[config.mk]
export PLATFORM = sky130hd
export DESIGN_NAME = stack_alu_sequencer
export DESIGN_NICKNAME = d
export VERILOG_FILES = /design/src/rtl/stack_alu_sequencer_pkg.sv /design/src/rtl/stack_div_iter.sv /design/src/rtl/stack_alu_sequencer.sv
export SDC_FILE = /design/constraint.sdc
export NUM_CORES = 1
export LEC_CHECK = 0
export ABC_AREA = 1
export BUFFER_PORTS_ARGS = -buffer_cell sky130_fd_sc_hd__buf_4
export CORE_ASPECT_RATIO = 0.6
export CORE_MARGIN = 2
export CORE_UTILIZATION = 40
export CTS_BUF_LIST = sky130_fd_sc_hd__clkbuf_8
export DETAILED_ROUTE_END_ITERATION = 12
export SYNTH_ARGS = -nofsm -noshare
export SYNTH_HDL_FRONTEND = slang
export SYNTH_SLANG_ARGS = --single-unit
[constraint.sdc]
create_clock -name clk -period 5.65 [get_ports clk]
set_clock_uncertainty 0.05 [all_clocks]
set_input_delay 0.565 -clock clk [delete_from_list [all_inputs] [get_ports clk]]
set_output_delay 0.565 -clock clk [all_outputs]
set_load 0.02 [all_outputs]
[src/rtl/stack_alu_sequencer_pkg.sv]
// Shared definitions for the stack ALU sequencer.
//   - op_t        : opcode encodings shared with the control unit
//   - ST_*        : sequencer state constants
//   - ERR_*       : bit positions of the error-flag vector
// Optional feature macro: STACK_SEQ_DIV_EN (adds the DIV_WAIT state).
package stack_alu_sequencer_pkg;

    typedef enum logic [1:0] {
        OP_ADD = 2'd0,
        OP_SUB = 2'd1,
        OP_MUL = 2'd2,
        OP_DIV = 2'd3
    } op_t;

    typedef logic [2:0] state_t;

    localparam state_t ST_IDLE     = 3'd0;
    localparam state_t ST_POP1     = 3'd1;
    localparam state_t ST_POP2     = 3'd2;
    localparam state_t ST_EXEC     = 3'd3;
    localparam state_t ST_PUSH     = 3'd4;
`ifdef STACK_SEQ_DIV_EN
    localparam state_t ST_DIV_WAIT = 3'd5;
`endif

    localparam int ERR_UNDERFLOW = 0;
    localparam int ERR_DIV0      = 1;
    localparam int ERR_ILLEGAL   = 2;
    localparam int ERR_W         = 3;

endpackage

[src/rtl/stack_div_iter.sv]
// Iterative restoring signed divider, one quotient bit per clock.
// The first bit is resolved on the start edge, so `done` rises DATA_W
// cycles after the cycle in which `start` was high.
// Ports:
//   clk, reset          : clock, synchronous active-high reset (control only)
//   start               : one-cycle pulse, samples dividend/divisor
//   dividend, divisor   : signed operands (divisor must be non-zero)
//   done                : one-cycle pulse, quotient valid while high
//   quotient            : signed quotient, truncated toward zero
module stack_div_iter #(
    parameter int DATA_W = 8
) (
    input  logic                     clk,
    input  logic                     reset,
    input  logic                     start,
    input  logic signed [DATA_W-1:0] dividend,
    input  logic signed [DATA_W-1:0] divisor,
    output logic                     done,
    output logic signed [DATA_W-1:0] quotient
);

    localparam int CNT_W = $clog2(DATA_W + 1);

    logic [DATA_W-1:0] rem;
    logic [DATA_W-1:0] quo;
    logic [DATA_W-1:0] dvs;
    logic              neg;
    logic [CNT_W-1:0]  cnt;

    // Magnitude fits in DATA_W unsigned bits, including the most-negative value.
    function automatic logic [DATA_W-1:0] magnitude(input logic signed [DATA_W-1:0] v);
        return v[DATA_W-1] ? DATA_W'(-v) : DATA_W'(v);
    endfunction

    // One restoring step: shift the next dividend bit into the remainder,
    // subtract the divisor when it fits, shift the outcome into the quotient.
    function automatic logic [2*DATA_W-1:0] step(input logic [DATA_W-1:0] r,
                                                 input logic [DATA_W-1:0] q,
                                                 input logic [DATA_W-1:0] d);
        logic [DATA_W:0] t;
        logic            ge;
        t  = {r, q[DATA_W-1]};
        ge = (t >= {1'b0, d});
        return {DATA_W'(t - (ge ? {1'b0, d} : {(DATA_W+1){1'b0}})), q[DATA_W-2:0], ge};
    endfunction

    always_ff @(posedge clk) begin
        if (reset) begin
            cnt  <= '0;
            done <= 1'b0;
        end else begin
            done <= 1'b0;
            if (start) begin
                cnt  <= CNT_W'(DATA_W - 1);
                done <= (DATA_W == 1);
            end else if (cnt != '0) begin
                cnt  <= cnt - CNT_W'(1);
                done <= (cnt == CNT_W'(1));
            end
        end
    end

    always_ff @(posedge clk) begin
        if (start) begin
            {rem, quo} <= step('0, magnitude(dividend), magnitude(divisor));
            dvs        <= magnitude(divisor);
            neg        <= dividend[DATA_W-1] ^ divisor[DATA_W-1];
        end else if (cnt != '0) begin
            {rem, quo} <= step(rem, quo, dvs);
        end
    end

    // Most-negative / -1 wraps back to most-negative here; the caller flags it.
    assign quotient = neg ? -signed'(quo) : signed'(quo);

endmodule

[src/rtl/stack_alu_sequencer.sv]
// Sequences one ADD/SUB/MUL/DIV instruction against the operand stack:
// pop in1 (old TOS), pop in2, compute in1 op in2, push the result.
// Optional feature macro: STACK_SEQ_DIV_EN -- when defined DIV runs through
// stack_div_iter; when undefined op_code 3 ends at once with err_illegal.
// Ports:
//   clk, reset                     : clock, synchronous active-high reset
//   op_valid, op_code, op_ready    : opcode handshake with the control unit
//   stack_tos, stack_count         : current stack top value and occupancy
//   stack_pop, stack_push          : one-cycle stack strobes
//   stack_push_data                : value pushed, valid with stack_push
//   busy, done                     : activity level, completion pulse
//   result, carry_out              : registered result and carry/overflow
//   err_underflow/div0/illegal     : registered error flags, valid with done
module stack_alu_sequencer
    import stack_alu_sequencer_pkg::*;
#(
    parameter int DATA_W  = 8,
    parameter int DEPTH_W = 5
) (
    input  logic               clk,
    input  logic               reset,
    input  logic               op_valid,
    input  logic [1:0]         op_code,
    output logic               op_ready,
    input  logic [DATA_W-1:0]  stack_tos,
    input  logic [DEPTH_W-1:0] stack_count,
    output logic               stack_pop,
    output logic               stack_push,
    output logic [DATA_W-1:0]  stack_push_data,
    output logic               busy,
    output logic               done,
    output logic [DATA_W-1:0]  result,
    output logic               carry_out,
    output logic               err_underflow,
    output logic               err_div0,
    output logic               err_illegal
);

    state_t                   state;
    state_t                   next_state;
    op_t                      op_q;
    logic signed [DATA_W-1:0] in1;
    logic signed [DATA_W-1:0] in2;
    logic [ERR_W-1:0]         err;
    logic                     accept;
    logic                     illegal_op;
    logic                     short_stack;
    logic                     early_exit;

    function automatic logic [DATA_W:0] add_carry(input logic signed [DATA_W-1:0] a,
                                                  input logic signed [DATA_W-1:0] b);
        return {1'b0, a} + {1'b0, b};
    endfunction

    // The extra top bit of the widened difference is the unsigned borrow.
    function automatic logic [DATA_W:0] sub_borrow(input logic signed [DATA_W-1:0] a,
                                                   input logic signed [DATA_W-1:0] b);
        return {1'b0, a} - {1'b0, b};
    endfunction

    // Overflow when the full product differs from its truncated value re-extended.
    function automatic logic [DATA_W:0] mul_ovf(input logic signed [DATA_W-1:0] a,
                                                input logic signed [DATA_W-1:0] b);
        logic signed [2*DATA_W-1:0] p;
        logic signed [DATA_W-1:0]   lo;
        p  = (2*DATA_W)'(a) * (2*DATA_W)'(b);
        lo = p[DATA_W-1:0];
        return {(p != (2*DATA_W)'(lo)), lo};
    endfunction

    assign op_ready        = (state == ST_IDLE);
    assign busy            = !op_ready;
    assign accept          = op_valid && op_ready;
    assign short_stack     = (stack_count < DEPTH_W'(2));
    assign early_exit      = illegal_op || short_stack;
    assign stack_push_data = result;
    assign err_underflow   = err[ERR_UNDERFLOW];
    assign err_div0        = err[ERR_DIV0];
    assign err_illegal     = err[ERR_ILLEGAL];

`ifdef STACK_SEQ_DIV_EN
    localparam logic signed [DATA_W-1:0] MOST_NEG = {1'b1, {(DATA_W-1){1'b0}}};

    logic                     div_start;
    logic                     div_done;
    logic signed [DATA_W-1:0] div_quot;

    assign illegal_op = 1'b0;
    assign div_start  = (state == ST_EXEC) && (op_q == OP_DIV) && (in2 != '0);

    stack_div_iter #(.DATA_W(DATA_W)) u_div (
        .clk      (clk),
        .reset    (reset),
        .start    (div_start),
        .dividend (in1),
        .divisor  (in2),
        .done     (div_done),
        .quotient (div_quot)
    );
`else
    assign illegal_op = (op_code == OP_DIV);
`endif

    always_comb begin
        next_state = state;
        case (state)
            ST_IDLE: if (accept && !early_exit) next_state = ST_POP1;
            ST_POP1: next_state = ST_POP2;
            ST_POP2: next_state = ST_EXEC;
`ifdef STACK_SEQ_DIV_EN
            ST_EXEC: next_state = (op_q == OP_DIV && in2 != '0) ? ST_DIV_WAIT : ST_PUSH;
            ST_DIV_WAIT: if (div_done) next_state = ST_PUSH;
`else
            ST_EXEC: next_state = ST_PUSH;
`endif
            ST_PUSH: next_state = ST_IDLE;
            default: next_state = ST_IDLE;
        endcase
    end

    // Strobes are registered from next_state so they line up with the state.
    always_ff @(posedge clk) begin
        if (reset) begin
            state      <= ST_IDLE;
            stack_pop  <= 1'b0;
            stack_push <= 1'b0;
            done       <= 1'b0;
            result     <= '0;
            carry_out  <= 1'b0;
            err        <= '0;
        end else begin
            state      <= next_state;
            stack_pop  <= (next_state == ST_POP1) || (next_state == ST_POP2);
            stack_push <= (next_state == ST_PUSH);
            done       <= (next_state == ST_PUSH) || (accept && early_exit);

            if (accept) begin
                err                <= '0;
                err[ERR_ILLEGAL]   <= illegal_op;
                err[ERR_UNDERFLOW] <= short_stack && !illegal_op;
            end

            if (state == ST_EXEC) begin
                case (op_q)
                    OP_ADD:  {carry_out, result} <= add_carry(in1, in2);
                    OP_SUB:  {carry_out, result} <= sub_borrow(in1, in2);
                    OP_MUL:  {carry_out, result} <= mul_ovf(in1, in2);
                    default: begin
`ifdef STACK_SEQ_DIV_EN
                        if (in2 == '0) begin
                            result        <= '0;
                            carry_out     <= 1'b0;
                            err[ERR_DIV0] <= 1'b1;
                        end else begin
                            carry_out <= (in1 == MOST_NEG) && (in2 == '1);
                        end
`endif
                    end
                endcase
            end

`ifdef STACK_SEQ_DIV_EN
            if (state == ST_DIV_WAIT && div_done) result <= div_quot;
`endif
        end
    end

    // Operand latches: in1 is the old TOS, in2 the entry beneath it.
    always_ff @(posedge clk) begin
        if (accept) op_q <= op_t'(op_code);
        if (state == ST_POP1) in1 <= stack_tos;
        if (state == ST_POP2) in2 <= stack_tos;
    end

endmodule
==> results of run 1 <==
==> registers in the layout, summed over array words and instances (netlist names) <==
name        cells
err             2
in1             8
carry_out       1
stack_push      1
in2             8
done            1
op_q            2
state           3
stack_pop       1
result          8
==> layout make-up <==
class / count / area (µm²)
inverter: 172 / 646
sequential: 35 / 881
fill: 1217 / 6630
timing repair buffer: 42 / 315
clock inverter: 2 / 16.3
clock buffer: 6 / 82.6
multi-input combinational: 420 / 3250
tap: 165 / 206
==> cells in the mapped netlist (all sizes together), types with 5 or more instances <==
cell	n	area, µm²
nor2	36	140
ha	49	613
a21oi	25	140
nand2	142	553
inv	171	642
nand3	39	215
nor3	6	30.0
clkbuf	5	18.8
o21ai	23	115
edfxtp	18	541
dfxtp	17	340
fa	57	1140
buf	14	109
or2	8	50.1
nand4	8	50.1
==> power by group through the flow <==
stage	Combinational [µW]	Sequential (µW)	Clock [µW]
finish	1610	313	195
global route	1860	315	211
CTS	1620	312	200
detailed placement	1610	318	0
global placement	1590	317	0
floorplan	1270	307	0
==> cells by family (layout without fill, tap and decap cells) <==
logic type / count (synthesis) / in the layout / share of synthesized area, %
other: 1 / 1 / 0.0765
AND/OR/NAND/NOR: 242 / 242 / 21.6
XOR/XNOR: 5 / 5 / 0.893
flip-flops: 35 / 35 / 18.0
adder cells (fa/ha/maj): 106 / 106 / 35.8
AO/OA/AOI/OAI: 66 / 66 / 7.91
buffers and inverters: 191 / 222 / 15.8
==> worst paths after layout <==
path	end	startpoint
setup / recovery	carry_out	in1[7]
hold / removal	in2[1]	stack_tos[1]
setup reg to reg	carry_out	in1[7]
hold reg to reg	err[2]	err[2]
==> worst max-delay path, cell delays in order (launching register included) <==
cell and delay [ns]:
edfxtp_1 0.59, nand2_1 0.14, inv_1 0.11, fa_1 0.69, inv_1 0.16, fa_1 0.56
inv_1 0.06, fa_1 0.50, inv_1 0.05, fa_1 0.52, inv_1 0.04, ha_1 0.37
inv_1 0.09, nor3_1 0.24, nand3_1 0.13, nand3_1 0.12, nand3_1 0.12, nand2_1 0.09
nand2_1 0.05, nand4_1 0.08, nand2_1 0.10, a21oi_2 0.13
==> per-stage QoR <==
stage,total power (µW),hold slack [ns]
2_1_floorplan,1580,0.480
3_3_place_gp,1910,0.405
3_5_place_dp,1920,0.412
4_1_cts,2130,0.394
5_1_grt,2390,0.390
6_report,2120,0.402
==> routing by layer <==
layer | vias up | global-route usage, % | share of wire, %
met2 | 116 | 23.9 | 38
li1 | 2020 | - | -
met4 | 0 | 1.52 | 0.45
met1 | 1944 | 31.7 | 55
met3 | 6 | 2.99 | 5.9
met5 | - | 0 | 0
==> results.py, run 1 <==
metrics = {
    "critical_path": {
        "endpoint_kind": "register",
        "critPathMaxFanout": 11,
        "worst_reg_to_reg_path_cell_count": 21,
        "startpoint_type": "register",
        "required_ns": 5.83,
        "rrSetupSlack_ns": 0.58,
        "cp_data_arrival_time_ns": 5.26,
        "type_of_the_worst_setup_path": "register to register",
    },
    "clock_tree": {
        "cts.clk_slew.worst_paths_ns": 0.08,
        "clock_tree_from_tritoncts": "done",
        "cts.sinks": 35,
        "cts-resized-gates": 0,
        "inserted_clock_buffers": 5,
        "clock_tree.htree_level_count": 2,
        "postCtsSetupRepairBufs": 0,
        "clock_tree.buffer_depth": 2,
        "clkLatencyLatePin_ns": 0.29,
        "holdBufCountCts": 0,
        "cts-root-buf": "clkbuf_8",
    },
    "placed_design": {
        "cell_area_reported_after_detailed_placement_mm2": 0.00530,
        "dp_slack_ns": 0.593,
        "io_buffers": 40,
        "place_hpwl_mm": 10.3,
        "gp_routability_congestion": 0.946,
        "place.detailed.instances": 834,
    },
    "job": {
        "cap_viol_max_count": 0,
    },
    "synthesis": {
        "post_synth_inst_count": 646,
        "synth_cell_types": 37,
        "yosysWarningCount": 0,
        "postSynthAreaPerCell_um2": 7.59,
        "synth_fp_nets": 770,
        "synth.yosys.seq_area_share_pct": 18.0,
        "synth-edff-count": 18,
        "synth_top_flop_cell": "edfxtp_1",
        "flip_flop_and_latch_count_after_synthesis": 35,
        "syn-cell-area_mm2": 0.00490,
        "async_reset_ff_share_pct": 0,
    },
    "outcome": {
        "status": "finished clean",
    },
    "grt": {
        "grt_first_pass_wirelength_mm": 19.4,
        "grt_overflow_total": 0,
        "antenna_found_initial": 0,
        "grt_start_max_net_pins": 15,
        "vias_in_the_first_global_route": 3814,
        "global_route.usage.total_pct": 18.3,
    },
    "floorplanning": {
        "boundary_pin_count": 43,
        "floorplan.die.width_um": 147,
        "floorplan.die.height_um": 89.8,
        "fp-row-count": 31,
        "die_area_mm2": 0.0132,
        "start_util_pct": 40.8,
        "core_region_area_mm2": 0.0120,
    },
    "routing": {
        "number_of_optimization_iterations_in_the_first_detailed_route_pass": 4,
        "detail_route.wl_per_cell_um": 14.1,
        "avgViaCountPerCell": 4.85,
        "drt_first_iter_violations": 250,
        "ant_nets": 0,
        "via_count": 4086,
        "drcViolationCount": 0,
        "wl_mm": 11.9,
    },
    "cells_and_area": {
        "final_design_area_no_fill_mm2": 0.00540,
        "layout_commonest_cell": "inv_1",
        "layoutNonFillerInstCount": 842,
        "diodes": 0,
        "finish.utilization_pct": 44.9,
        "post_route_cells_drive_above_1_share_pct": 11.7,
        "highest_count_cells_in_the_layout_ignoring_fill_and_taps": "inv_1, nand2_1, fa_1, ha_1, buf_4",
        "design.final.nets": 800,
        "area_growth_pct": 10.1,
    },
    "timing": {
        "final-setup-viol-count": 0,
        "setup_repair_after_global_routing_missed_its_margin": "no",
        "max_slew.worst_pin.slew_ns": 0.636,
        "final_hold_viol_count": 0,
        "layout_worst_path_cycle_share_pct": 89.8,
        "final_number_of_max_transition_violations": 0,
        "worst_slew_margin_rel_pct": 57.3,
        "fin_ws_ns": 0.575,
        "timing.final.crit_period_ns": 5.07,
        "tns_setup_ns": 0,
        "maxClockFrequency_ghz": 0.197,
    },
    "power_and_ir_drop": {
        "cellInternalPower_uw": 976,
        "power.clock.fraction_pct": 9.2,
        "net-switching-power_uw": 1140,
        "seq_power_share_pct": 14.8,
        "power.static_leakage_uw": 0.00293,
        "pwr-share-comb_pct": 76.0,
        "cellPowerDensity_mw_per_mm2": 393,
        "proportion_of_total_power_due_to_net_switching_pct": 54.0,
        "max_vdd_drop_v": 0.000165,
    },
    "hold_path": {
        "hold_path.class": "input pin to register",
        "worst_hold_path.num_cells": 1,
    },
}
No activity file was read; power rests on OpenSTA's default activity.
==> inputs of run 2 (changes only) <==
- PLACE_DENSITY: not set -> 0.64
- SKIP_CTS_REPAIR_TIMING: not set -> 1
- SYNTH_HIERARCHICAL: not set -> 1
==> run 2 against run 1 <==
Against the previous run: die area unchanged; setup slack improved by 0.035 ns; clock power increased by 18%; critical path depth unchanged; critical path type unchanged.
==> results.py, run 2 <==
metrics = {
    "synthesis": {
        "synth_top_flop_cell": "edfxtp_1",
        "syn-cell-area_mm2": 0.00490,
        "synth_fp_nets": 770,
        "synth_area_leader_cell": "fa_1",
        "post_synth_inst_count": 646,
        "synthMostInstantiatedCell": "inv_1",
        "synth-edff-count": 18,
        "synth_cell_types": 37,
        "synth_commonest_cells": "inv_1, nand2_1, fa_1, ha_1, nand3_1",
        "flip_flop_and_latch_count_after_synthesis": 35,
        "postSynthAreaPerCell_um2": 7.59,
        "synthDominantCellAreaShare_pct": 23.3,
        "async_reset_ff_share_pct": 0,
        "synth.yosys.seq_area_share_pct": 18.0,
        "yosysWarningCount": 6,
        "synth_top_cells_by_area": "fa_1, inv_1, ha_1",
    },
    "cells_and_area": {
        "design.final.nets": 800,
        "finish.utilization_pct": 45.0,
        "post_route_cells_drive_above_1_share_pct": 11.7,
        "biggestRegsByFlops": "in1: 8 flops, in2: 8 flops, result: 8 flops",
        "layoutNonFillerInstCount": 842,
        "layout_commonest_cell": "inv_1",
        "area_growth_pct": 10.4,
        "diodes": 0,
        "highest_count_cells_in_the_layout_ignoring_fill_and_taps": "inv_1, nand2_1, fa_1, ha_1, buf_4",
    },
    "timing": {
        "whs_ns": 0.400,
        "final-setup-viol-count": 0,
        "timing.final.crit_period_ns": 5.04,
        "final_number_of_max_transition_violations": 0,
        "tns_setup_ns": 0,
        "final_hold_viol_count": 0,
        "maxClockFrequency_ghz": 0.198,
        "max_slew.worst_pin.slew_ns": 0.689,
        "setup_repair_after_global_routing_missed_its_margin": "no",
        "worst_slew_margin_rel_pct": 53.7,
        "fin_ws_ns": 0.610,
        "layout_worst_path_cycle_share_pct": 89.2,
    },
    "routing": {
        "drt_first_iter_violations": 348,
        "wl_mm": 11.9,
        "avgViaCountPerCell": 4.91,
        "ant_nets": 0,
        "drcViolationCount": 0,
        "number_of_optimization_iterations_in_the_first_detailed_route_pass": 5,
        "detail_route.wl_per_cell_um": 14.1,
        "via_count": 4135,
    },
    "clock_tree": {
        "inserted_clock_buffers": 5,
        "clkLatencyLatePin_ns": 0.29,
        "clock_tree.htree_level_count": 2,
        "clock_tree_from_tritoncts": "done",
        "cts-root-buf": "clkbuf_8",
        "cts.sinks": 35,
        "clock_tree.buffer_depth": 2,
        "cts.clk_slew.worst_paths_ns": 0.08,
    },
    "grt": {
        "antenna_found_initial": 0,
        "global_route.usage.total_pct": 18.9,
        "grt_start_max_net_pins": 15,
        "grt_overflow_total": 0,
        "vias_in_the_first_global_route": 4070,
        "grt_first_pass_wirelength_mm": 20.0,
    },
    "power_and_ir_drop": {
        "pwr-share-comb_pct": 75.1,
        "cellPowerDensity_mw_per_mm2": 404,
        "cellInternalPower_uw": 1010,
        "net-switching-power_uw": 1180,
        "power.static_leakage_uw": 0.00294,
        "proportion_of_total_power_due_to_net_switching_pct": 53.8,
        "max_vdd_drop_v": 0.000212,
        "seq_power_share_pct": 14.3,
        "power.clock.fraction_pct": 10.6,
    },
    "floorplanning": {
        "fp-row-count": 31,
        "floorplan.die.width_um": 147,
        "boundary_pin_count": 43,
        "floorplan.die.height_um": 89.8,
        "core_region_area_mm2": 0.0120,
        "die_area_mm2": 0.0132,
        "start_util_pct": 40.8,
    },
    "critical_path": {
        "endpoint_kind": "register",
        "startpoint_type": "register",
        "critPathMaxFanout": 9,
        "type_of_the_worst_setup_path": "register to register",
        "cp_data_arrival_time_ns": 5.22,
        "required_ns": 5.83,
    },
    "placed_design": {
        "place_hpwl_mm": 10.2,
        "gp_routability_congestion": 0.961,
        "io_buffers": 40,
        "dp_slack_ns": 0.607,
        "place.detailed.instances": 834,
    },
    "outcome": {
        "status": "finished clean",
    },
    "job": {
        "cap_viol_max_count": 0,
    },
    "hold_path": {
        "hold_path.class": "input pin to register",
    },
}
-- run 2: worst max-delay path, cell delays in order, from the launching register on --
cell and delay (ns):
edfxtp_1 0.58, nand2_1 0.12, inv_1 0.11, fa_1 0.71
inv_1 0.16, fa_1 0.55, inv_1 0.05, fa_1 0.49
inv_1 0.05, fa_1 0.53, inv_1 0.04, ha_1 0.37
inv_1 0.10, nor3_1 0.25, nand3_1 0.11, nand3_1 0.12
nand3_1 0.11, nand2_1 0.09, nand2_1 0.05, nand4_1 0.12
nand2_1 0.08, a21oi_2 0.12
-- run 2: final cells by class --
cell class | instances | area (µm²)
clock inverter | 3 | 47.5
tap | 165 | 206
multi-input combinational | 420 | 3250
timing repair buffer | 42 | 315
clock buffer | 5 | 68.8
sequential | 35 | 881
inverter | 172 | 646
fill | 1228 | 6610
-- run 2: power groups by stage --
stage,clock network [µW],registers [µW],logic (µW)
3_5_place_dp,0,319,1620
3_3_place_gp,0,318,1590
2_1_floorplan,0,307,1270
5_1_grt,249,316,1880
4_1_cts,240,313,1630
6_report,231,314,1640
-- run 2: final timing paths --
path	startpoint	end	slack, ns	cells past startpoint
max	in2[2]	carry_out	0.61	21
min	stack_tos[0]	in2[0]	0.40	1
max reg2reg	in2[2]	carry_out	0.61	21
min reg2reg	err[2]	err[2]	0.43	2
-- run 2: through the flow --
stage	power, µW	cell area [µm²]
2_1_floorplan	1580	4900
3_3_place_gp	1910	5300
3_5_place_dp	1940	5300
4_1_cts	2180	5410
5_1_grt	2440	5410
6_report	2190	5410
-- run 2: kinds of logic after synthesis --
group	share of synthesized area, %
buffers and inverters	15.8
adders and majority gates	35.8
AOI/OAI and AO/OA	7.91
and+or+nand+nor	21.6
other	0.0765
DFF	18.0
xor gates and xnor gates	0.893
-- run 2: metal layers --
layer / GRT usage, % / vias to the layer above / part of all wire, %
met5: 0 / - / 0
met4: 2.40 / 0 / 0.69
met3: 3.71 / 6 / 8.8
met2: 26.6 / 145 / 39
met1: 30.5 / 1960 / 52
li1: - / 2024 / -
